`src/rtl/seg_scan_driver_pkg.sv`:
```
// seg_pkg: shared constants and the hex-to-segment table for the
// seven-segment display users (active-low segments, {g,f,e,d,c,b,a}).
package seg_pkg;

   localparam int unsigned NUM_DIGITS = 8;
   localparam logic [6:0]  SEG_BLANK  = 7'h7F;
   localparam logic [7:0]  AN_NONE    = 8'hFF;

   // Active-low segment pattern for one hex nibble
   function automatic logic [6:0] hex_to_seg(input logic [3:0] nib);
      logic [6:0] pat;
      case (nib)
         4'h0: pat = 7'h40;
         4'h1: pat = 7'h79;
         4'h2: pat = 7'h24;
         4'h3: pat = 7'h30;
         4'h4: pat = 7'h19;
         4'h5: pat = 7'h12;
         4'h6: pat = 7'h02;
         4'h7: pat = 7'h78;
         4'h8: pat = 7'h00;
         4'h9: pat = 7'h10;
         4'hA: pat = 7'h08;
         4'hB: pat = 7'h03;
         4'hC: pat = 7'h46;
         4'hD: pat = 7'h21;
         4'hE: pat = 7'h06;
         default: pat = 7'h0E;
      endcase
      return pat;
   endfunction

endpackage

```
`src/rtl/seg_scan_prescaler.sv`:
```
// seg_scan_prescaler: free-running 0..SCAN_DIV-1 counter; tick marks the
// last cycle of each digit slot.
module seg_scan_prescaler #(
   parameter int unsigned SCAN_DIV = 100000
) (
   input  logic clk,
   input  logic rst,
   output logic tick
);

   localparam int unsigned CNT_W = $clog2(SCAN_DIV);

   logic [CNT_W-1:0] cnt;

   assign tick = (cnt == CNT_W'(SCAN_DIV - 1));

   // Slot counter, wraps to zero on tick
   always_ff @(posedge clk or posedge rst) begin
      if (rst)
         cnt <= '0;
      else if (tick)
         cnt <= '0;
      else
         cnt <= cnt + CNT_W'(1);
   end

endmodule

```
`src/rtl/seg_scan_driver.sv`:
```
// seg_scan_driver: time-multiplexed driver for the 8-digit common-anode
// seven-segment display. Input word and enables are snapshotted once per
// frame (at the 7->0 index wrap) so a frame never shows torn data.
// Optional: define SEG_LZ_BLANK_EN for leading-zero suppression.
module seg_scan_driver
   import seg_pkg::*;
#(
   parameter int unsigned SCAN_DIV = 100000
) (
   input  logic        clk,
   input  logic        rst,
   input  logic [31:0] data,
   input  logic [7:0]  digit_en,
   output logic [7:0]  an,
   output logic [6:0]  seg,
   output logic        frame_start
);

   localparam int unsigned IDX_W = $clog2(NUM_DIGITS);

   logic             tick;
   logic [IDX_W-1:0] idx;
   logic [31:0]      data_q;
   logic [7:0]       en_q;
   logic             lit;
   logic [3:0]       nib;
   logic [7:0]       an_d;
   logic [6:0]       seg_d;

   seg_scan_prescaler #(.SCAN_DIV(SCAN_DIV)) u_prescaler (
      .clk  (clk),
      .rst  (rst),
      .tick (tick)
   );

   // Decode the current slot into next anode/segment values
   always_comb begin
      nib = data_q[{idx, 2'b00} +: 4];
      lit = en_q[idx];
`ifdef SEG_LZ_BLANK_EN
      // Digit i>=1 goes dark when it and every higher nibble are zero
      if ((idx != '0) && ((data_q >> {idx, 2'b00}) == 32'h0))
         lit = 1'b0;
`endif
      an_d  = lit ? ~(8'b1 << idx) : AN_NONE;
      seg_d = lit ? hex_to_seg(nib) : SEG_BLANK;
   end

   // Digit index, frame capture, and registered display outputs
   always_ff @(posedge clk or posedge rst) begin
      if (rst) begin
         idx         <= '0;
         data_q      <= '0;
         en_q        <= '0;
         an          <= AN_NONE;
         seg         <= SEG_BLANK;
         frame_start <= 1'b0;
      end else begin
         frame_start <= 1'b0;
         if (tick) begin
            idx <= idx + IDX_W'(1);
            if (idx == IDX_W'(NUM_DIGITS - 1)) begin
               data_q      <= data;
               en_q        <= digit_en;
               frame_start <= 1'b1;
            end
         end
         an  <= an_d;
         seg <= seg_d;
      end
   end

endmodule

```
`config.mk`:
```
export PLATFORM = sky130hd
export DESIGN_NAME = seg_scan_driver
export DESIGN_NICKNAME = d
export VERILOG_FILES = /design/src/rtl/seg_scan_driver_pkg.sv /design/src/rtl/seg_scan_prescaler.sv /design/src/rtl/seg_scan_driver.sv
export SDC_FILE = /design/constraint.sdc
export NUM_CORES = 1
export LEC_CHECK = 0
export BUFFER_PORTS_ARGS = -buffer_cell sky130_fd_sc_hd__buf_2
export CAP_MARGIN = 20
export CELL_PAD_IN_SITES_DETAIL_PLACEMENT = 0
export CELL_PAD_IN_SITES_GLOBAL_PLACEMENT = 1
export CORE_MARGIN = 1
export CORE_UTILIZATION = 42
export DETAILED_ROUTE_END_ITERATION = 16
export GPL_TIMING_DRIVEN = 0
export HOLD_SLACK_MARGIN = 0.02
export PLACE_DENSITY_LB_ADDON = 0.1
export SYNTH_ARGS = -nofsm -noshare
export SYNTH_HDL_FRONTEND = slang
export SYNTH_SLANG_ARGS = --single-unit
```
`constraint.sdc`:
```
create_clock -name clk -period 2 [get_ports clk]
set_input_delay 0 -clock clk [delete_from_list [all_inputs] [get_ports clk]]
set_output_delay 0 -clock clk [all_outputs]
set_load 0.02 [all_outputs]
```
After elaboration in Yosys (flattened, before gate mapping):

Memory sizes are Yosys's and may differ from the RTL's.
Index checks and enable logic that the tools add are counted.

* ROM bits: 112
* memories: 1
* word-level logic and storage cells: 24
* output and inout port bits: 16
* bits in registers: 76
* bits of input ports: 42

* muxes and demuxes: 7
* reductions and logical operators: 1
* $lt $le $gt $ge: 1
* bitwise logic cells: 1
* add/sub/neg operators: 2
* shift-type cells: 2
* equality and inequality tests: 2

Memories
* (name not given): words 16, width 7, read ports 1, clocked after memory_dff 0, write ports 0, RTL line seg_scan_driver_pkg.sv:12 `case (nib)`

Operators by type and width (count)
* $shiftx A32 B6 Y4: 1
* $add A17 B1 Y17 const B: 1
* $eq A17 B17 Y1 const B: 1
* $mux W17: 1
* $mux W8: 1
* $not A8 Y8: 1
* $shl A1 B3 Y8 const A: 1
* $mux W7: 1
* $lt A3 B4 Y1 const B: 1
* $add A3 B1 Y3 const B: 1
* $bmux W1 S3: 1
* $eq A3 B3 Y1 const B: 1
* $mux W1: 3
* $reduce_and A2 Y1: 1

Logic depth before layout (Yosys ltp):

Gate-level depths: netlist (run 1).

* depth after elaboration: 3
* mapped depth: 9

By module:

From an unflattened synthesis (run 1), not the netlist that was laid out.

* cell total of the unflattened synthesis: 276
* area total of the unflattened synthesis: 3632.2 µm²

Modules (own cells, without submodules)
* seg_scan_driver: cells an instance 201, seq. area each 1495.2 µm², times used 1, area each 2806.4 µm²
* seg_scan_prescaler: cells an instance 75, seq. area each 425.4 µm², times used 1, area each 825.8 µm²

Worst setup path after synthesis (run 1):

Ideal clock, no wire load.

* path kind: reg2reg
* start: register idx[1]
* end: register seg[3]
* arrival time: 2.096 ns
* path slack: -0.174 ns
* setup time: 0.077 ns
* cell stages (with the launch flop): 9
* clock period less this slack: 2.174 ns
* path through: dfrtp_1 -> buf_6 -> mux4_1 -> mux2_2 -> inv_1 -> ha_1 -> a21boi_0 -> a2111oi_0 -> a31oi_1

* cells in the longest elaborated chain, start to end: 3
* elaborated cells between the ends (all ways): 5

Ends and longest elaborated chain
* from (decl): RTL line seg_scan_driver.sv:22 `logic [IDX_W-1:0] idx;`
* from (signal assigned): RTL line seg_scan_driver.sv:61 `idx <= idx + IDX_W'(1);`
* $shiftx A32 B6 Y4 or $bmux W1 S3 (tied branches): RTL line seg_scan_driver.sv:38, seg_scan_driver.sv:39
* $mem_v2 Z16 W7 or $mux W1 (tied branches)
* $mux W7 (*): RTL line seg_scan_driver.sv:46 `seg_d = lit ? hex_to_seg(nib) : SEG_BLANK;`
* net seg_d[3]: RTL line seg_scan_driver.sv:28 `logic [6:0] seg_d;`
* to (signal assigned): RTL line seg_scan_driver.sv:69 `seg <= seg_d;`
* to (decl): RTL line seg_scan_driver.sv:15 `output logic [6:0] seg,`

The timed path passes the listed nets; every way through them passes the cells marked *. The select of a mux whose other input is x is not followed.
A chain may end at the register's enable or synchronous reset.

Worst setup path after layout (run 1):

Ends and elaborated chain as after synthesis.

==> results of run 1 <==
-- per-layer routing --
metal  global-route usage  share of wire
met5                    0              0
met4               0.0482         0.0095
met3               0.0527          0.038
met2                0.292           0.50
met1                0.236           0.45
-- power breakdown --
| part | internal (mW) | switching, mW |
|---|---|---|
| Clock | 0.712 | 0.571 |
| Combinational | 0.0876 | 0.0542 |
| Sequential | 1.54 | 0 |
-- what timing repair did --
| action | in CTS | in global routing |
|---|---|---|
| resized for setup | 26 | 12 |
| gates cloned | 1 | 0 |
| setup buffers | 11 | 6 |
| endpoints found under the hold margin | 101 | 0 |
| pin swaps | 3 | 6 |
| endpoints found under the setup margin | 57 | 57 |
| hold buffers | 41 | 0 |
-- worst max-delay path, stage by stage, from the launching register on --
cell and delay (ns):
dfrtp_2 0.40, buf_8 0.13, mux4_2 0.50, mux2_4 0.32, inv_6 0.10, ha_4 0.12, a21boi_4 0.18, a2111oi_2 0.05
a31oi_1 0.16
-- placed cells by master, fill, tap and decap left out, types with 9 or more instances in the layout --
master         synthesis  layout
buf_2                  3      59
buf_4                  3      18
clkbuf_8               0      13
dfrtp_1               61      57
dfstp_2               15      15
dlygate4sd3_1          0      41
mux2_4                40      41
nand2_1               21      18
nor2_1                20      20
xnor2_1                9       9
-- Yosys cell counts, types with 4 or more instances --
master	n
nand2_1	21
mux2i_1	5
nand3_1	8
mux2_2	7
dfstp_2	15
o221ai_1	4
dfrtp_1	61
nor3_1	7
o21ai_0	5
nor2_1	20
ha_1	13
a21oi_1	4
inv_1	8
xnor2_1	9
mux2_4	40
nand4_1	4
buf_6	5
mux4_1	4
xor2_1	7
-- kinds of logic (layout without fill, tap and decap cells) --
kind of cell,count (synthesis),in the layout
AOI/OAI and AO/OA,21,21
xor gates and xnor gates,16,16
adders and majority gates,13,13
buffers and inverters,20,153
DFF,76,76
muxes,60,60
and+or+nand+nor,72,72
-- through the flow --
stage	TNS [ns]	utilization	area, um^2	hold slack, ns	cells
floorplan	-0.0113	-	3820	0.148	278
global placement	-65.17	0.486	4240	0.231	443
detailed placement	-11.27	0.490	4270	-0.0673	444
CTS	-0.0834	0.584	5090	0.103	513
global route	-0.789	0.593	5170	0.107	519
finish	-0.0393	0.593	5170	0.108	519
-- worst paths after layout --
check | startpoint | endpoint | slack, ns | cells after the start
setup / recovery | idx[1]$_DFFE_PP0N_ | seg[3]$_DFF_PP1_ | -0.04 | 8
min in group clk | data[16] | data_q[16]$_DFFE_PP0P_ | 0.41 | 3
max in group asynchronous | rst | seg[2]$_DFF_PP1_ | 1.29 | 4
hold reg to reg | u_prescaler.cnt[4]$_DFF_PP0_ | u_prescaler.cnt[4]$_DFF_PP0_ | 0.51 | 1
hold / removal | rst | en_q[6]$_DFFE_PP0P_ | 0.11 | 3
setup reg to reg | idx[1]$_DFFE_PP0N_ | seg[3]$_DFF_PP1_ | -0.04 | 8
-- flip-flops by register name (all words and copies together), names as in the netlist --
name	cells
an	8
data_q	32
en_q	8
frame_start	1
idx	3
seg	7
u_prescaler.cnt	17
-- area by class of cell --
cell class	instances	area (um^2)
Buffer	11	143
Clock buffer	13	179
Timing Repair Buffer	117	882
Tap cell	108	135
Multi-Input combinational cell	182	1820
Inverter	9	45.0
Clock inverter	3	42.5
Fill cell	709	3550
Sequential cell	76	1930
==> results.json, run 1 <==
{
  "status": "finished, violations left",
  "violations": "negative setup slack",
  "final-max-slew-violation-count": 0,
  "timing.fmax_ghz": 0.490,
  "layout_setup_ws_ns": -0.0393,
  "dr_total_vias": 2568,
  "io_pins": 58,
  "hold_path_class": "in2async",
  "netlist_area_mm2": 0.00378,
  "gp_congestion": 0.761,
  "core_mm2": 0.00872,
  "arrival_ns": 2.31,
  "yosysSeqAreaShare": 0.509,
  "synth-main-ff-cell": "dfrtp_1",
  "synth_seq_cells": 76,
  "synth_compound_area_frac": 0.0374,
  "root_buffer": "clkbuf_8",
  "yosysTopAreaCell": "dfrtp_1",
  "start_util": 0.433,
  "ant_nets": 0,
  "syn_inst": 278,
  "crit_path_start_kind": "register",
  "yosys_warnings": 0,
  "numCtsBuffers": 9,
  "syn_area_per_cell_um2": 13.6,
  "wl_per_cell_um": 15.0,
  "drc": 0,
  "rows": 34,
  "cts.clk_slew.worst_paths_ns": 0.08,
  "layout_min_cycle_time_ns": 2.04,
  "synthMuxAreaShare": 0.245,
  "finClkSkew_ns": 0.00814,
  "die_area_mm2": 0.00937,
  "portBuffers": 57,
  "grt_max_degree": 66,
  "drt_first_pass_iters": 4,
  "antenna_cells": 0,
  "drt_iter0_markers": 87,
  "yosys-top-cells-area": "dfrtp_1 40%, mux2_4 16%, dfstp_2 10%",
  "ir_drop_uv": 454,
  "dpl.hpwl_um": 5140,
  "power.leakage_nw": 2.37,
  "crit_required_ns": 2.27,
  "cp_max_fo": 6,
  "grt_pass1_wl_um": 13100,
  "clock_path_buffers": 2,
  "maxCapViolCount": 0,
  "grt_pass1_vias": 2600,
  "rsz0062_at_grt": "yes",
  "grt_use_total": 0.180,
  "slew_headroom": 0.641,
  "synth_fa_ha_area_frac": 0.0431,
  "worst_slew_pin_slew_ns": 0.538,
  "antenna_found_initial": 0,
  "ys_types": 41,
  "finalWirelength_um": 7760,
  "place_ws_ns": -0.327,
  "drive_gt1_frac": 0.484,
  "synth_top_family_by_area": "multiplexers",
  "drt-vias-per-instance": 4.95,
  "die_h_um": 96.8,
  "final_nets": 461,
  "async_reset_ff_frac": 1.00,
  "power.total_mw": 2.96,
  "timing_hold_violations_final": 0,
  "worstSkewPairLatency_ns": 0.35,
  "powerDensity_mw_per_mm2": 573,
  "syn_nets": 333,
  "clkSinkCount": 76,
  "die_w_um": 96.8,
  "ctsHtreeMaxLevel": 3,
  "path_class": "reg2reg",
  "overflow": 0,
  "syn_to_final_growth_pct": 36.9,
  "fin_crit_sh": 1.02,
  "critPathCaptureType": "register",
  "synth.top_cell.area_share": 0.404,
  "finalSetupViolations": 1,
  "yosys.area_share.simple": 0.0951,
  "synth-xor-area-share": 0.0371,
  "cts_tree": "yes",
  "synth_edf_count": 0
}
Note: power is estimated with default switching activity, not from simulation.
==> run 2, diff against run 1 <==
--- a/config.mk
+++ b/config.mk
@@ -11,9 +11,9 @@
 export CELL_PAD_IN_SITES_GLOBAL_PLACEMENT = 1
 export CORE_MARGIN = 1
-export CORE_UTILIZATION = 42
+export CORE_UTILIZATION = 46
 export DETAILED_ROUTE_END_ITERATION = 16
 export GPL_TIMING_DRIVEN = 0
 export HOLD_SLACK_MARGIN = 0.02
-export PLACE_DENSITY_LB_ADDON = 0.1
+export PLACE_DENSITY_LB_ADDON = 0.05
 export SYNTH_ARGS = -nofsm -noshare
 export SYNTH_HDL_FRONTEND = slang
==> constraint.sdc (replaced) <==
create_clock -name clk -period 2.3 [get_ports clk]
set_input_delay 0.115 -clock clk [delete_from_list [all_inputs] [get_ports clk]]
set_output_delay 0.115 -clock clk [all_outputs]
set_load 0.02 [all_outputs]
==> results.json, run 2 (synthesis results as in run 1) <==
{
  "path_class": "reg2reg",
  "layout_setup_ws_ns": 0.136,
  "fin_cells": 497,
  "r2r_setup_slack_ns": 0.14,
  "timing_hold_violations_final": 0,
  "dpl.hpwl_um": 5180,
  "drive_gt1_frac": 0.413,
  "slew_headroom": 0.725,
  "worst_slew_pin_slew_ns": 0.410,
  "r2r-end": "seg[3]$_DFF_PP1_",
  "clock_path_buffers": 2,
  "maxCapViolCount": 0,
  "drc": 0,
  "rows": 32,
  "placed_cells": 438,
  "final_cell_mix": "59 x buf_2, 59 x dfrtp_1, 41 x mux2_4",
  "drt_first_pass_iters": 4,
  "holdWs_ns": 0.0380,
  "finClkSkew_ns": 0.00330,
  "drt-vias-per-instance": 4.99,
  "reg2regPathDepth": 8,
  "largestRegisters": "data_q (32), u_prescaler.cnt (17)",
  "timing.fmax_ghz": 0.462,
  "finalSetupTns_ns": 0,
  "final_nets": 445,
  "arrival_ns": 2.43,
  "final-max-slew-violation-count": 0,
  "finalSetupViolations": 0,
  "numCtsBuffers": 9,
  "die_h_um": 92.6,
  "critPathCaptureType": "register",
  "ctsHtreeMaxLevel": 3,
  "grt_pass1_wl_um": 12700,
  "regMostFlops": "data_q",
  "layout_min_cycle_time_ns": 2.16,
  "wl_per_cell_um": 15.2,
  "cts_tree": "yes",
  "antenna_found_initial": 0,
  "final_util": 0.618,
  "clkSinkCount": 76,
  "cp_max_fo": 10,
  "cts.clk_slew.worst_paths_ns": 0.07,
  "finalWirelength_um": 7560,
  "crit_path_start_kind": "register",
  "grt_pass1_vias": 2582,
  "fin_crit_sh": 0.941,
  "hold_path_class": "in2reg",
  "whs_path_depth": 2,
  "placed_cell_area_mm2": 0.00422,
  "grt_max_degree": 55,
  "overflow": 0,
  "power.leakage_nw": 2.26,
  "place_ws_ns": -0.269,
  "hp-start": "data[31]",
  "die_w_um": 92.6,
  "r2r_start": "idx[1]$_DFFE_PP0N_",
  "crit_required_ns": 2.56,
  "ant_nets": 0,
  "root_buffer": "clkbuf_8",
  "powerDensity_mw_per_mm2": 482,
  "status": "completed",
  "drt_iter0_markers": 68,
  "start_util": 0.481,
  "finalInstanceArea_mm2": 0.00485,
  "grt_use_total": 0.196,
  "dr_total_vias": 2479,
  "power.total_mw": 2.33,
  "syn_to_final_growth_pct": 28.4,
  "worstSkewPairLatency_ns": 0.33,
  "core_mm2": 0.00785,
  "ir_drop_uv": 246,
  "io_pins": 58,
  "antenna_cells": 0,
  "hold_path_end": "data_q[31]$_DFFE_PP0P_",
  "portBuffers": 57,
  "gp_congestion": 0.757,
  "largest_reg_flops": 32,
  "die_area_mm2": 0.00858
}
==> run 2: cell count changes in the layout (fill, tap and decap cells not counted), sizes merged <==
cell / change
dlygate4sd3: -1
bufinv: -1
clkinvlp: -1
clkinv: +1
clkbuf: +1
buf: -15
==> run 2: area by class of cell <==
type / count / area [um^2]
clock buffer: 14 / 153
tap: 102 / 128
clock inverter: 2 / 10.0
buffer: 11 / 104
sequential: 76 / 1920
inverter: 9 / 37.5
timing repair buffer: 101 / 736
multi-input combinational: 182 / 1760
fill: 637 / 3000
==> run 2: timing repair <==
item,4_1_cts,5_1_grt
endpoints found under the hold margin,61,0
buffers inserted,1,2
pin swaps,0,2
hold buffers,40,0
endpoints found under the setup margin,7,55
resized for setup,7,10
gates cloned,0,0
==> run 2: worst max path at each step <==
stage,start,to,slack [ns],depth (start not counted)
3_3_place_gp,rst,frame_start$_DFF_PP0_,-0.70,2
4_1_cts,idx[2]$_DFFE_PP0N_,seg[3]$_DFF_PP1_,0.0002,8
2_1_floorplan,idx[1]$_DFFE_PP0N_,seg[3]$_DFF_PP1_,0.13,8
5_1_grt,idx[2]$_DFFE_PP0N_,seg[3]$_DFF_PP1_,-0.02,9
3_5_place_dp,idx[2]$_DFFE_PP0N_,seg[3]$_DFF_PP1_,-0.27,8
6_report,idx[1]$_DFFE_PP0N_,seg[3]$_DFF_PP1_,0.14,8
==> run 2: per-layer routing <==
metal / GRT usage / vias up / part of all wire
met5: 0 / - / 0
met4: 0.0755 / 0 / 0.017
met3: 0.0312 / 11 / 0.032
met2: 0.300 / 62 / 0.46
met1: 0.280 / 1199 / 0.49
li1: - / 1207 / -
==> run 2: where the power goes <==
part | internal, mW | total, mW | switching (mW) | leakage [nW]
clock network | 0.420 | 0.877 | 0.456 | 0.0844
registers | 1.34 | 1.34 | 0 | 0.993
logic | 0.0751 | 0.121 | 0.0462 | 1.18
==> run 2: worst max-delay path: stages, from the launching register on <==
cell     delay, ns
dfrtp_2       0.37
buf_6         0.15
mux4_1        0.56
mux2_4        0.33
inv_2         0.10
ha_1          0.25
nand3_1       0.08
o21ai_0       0.08
a31oi_1       0.18
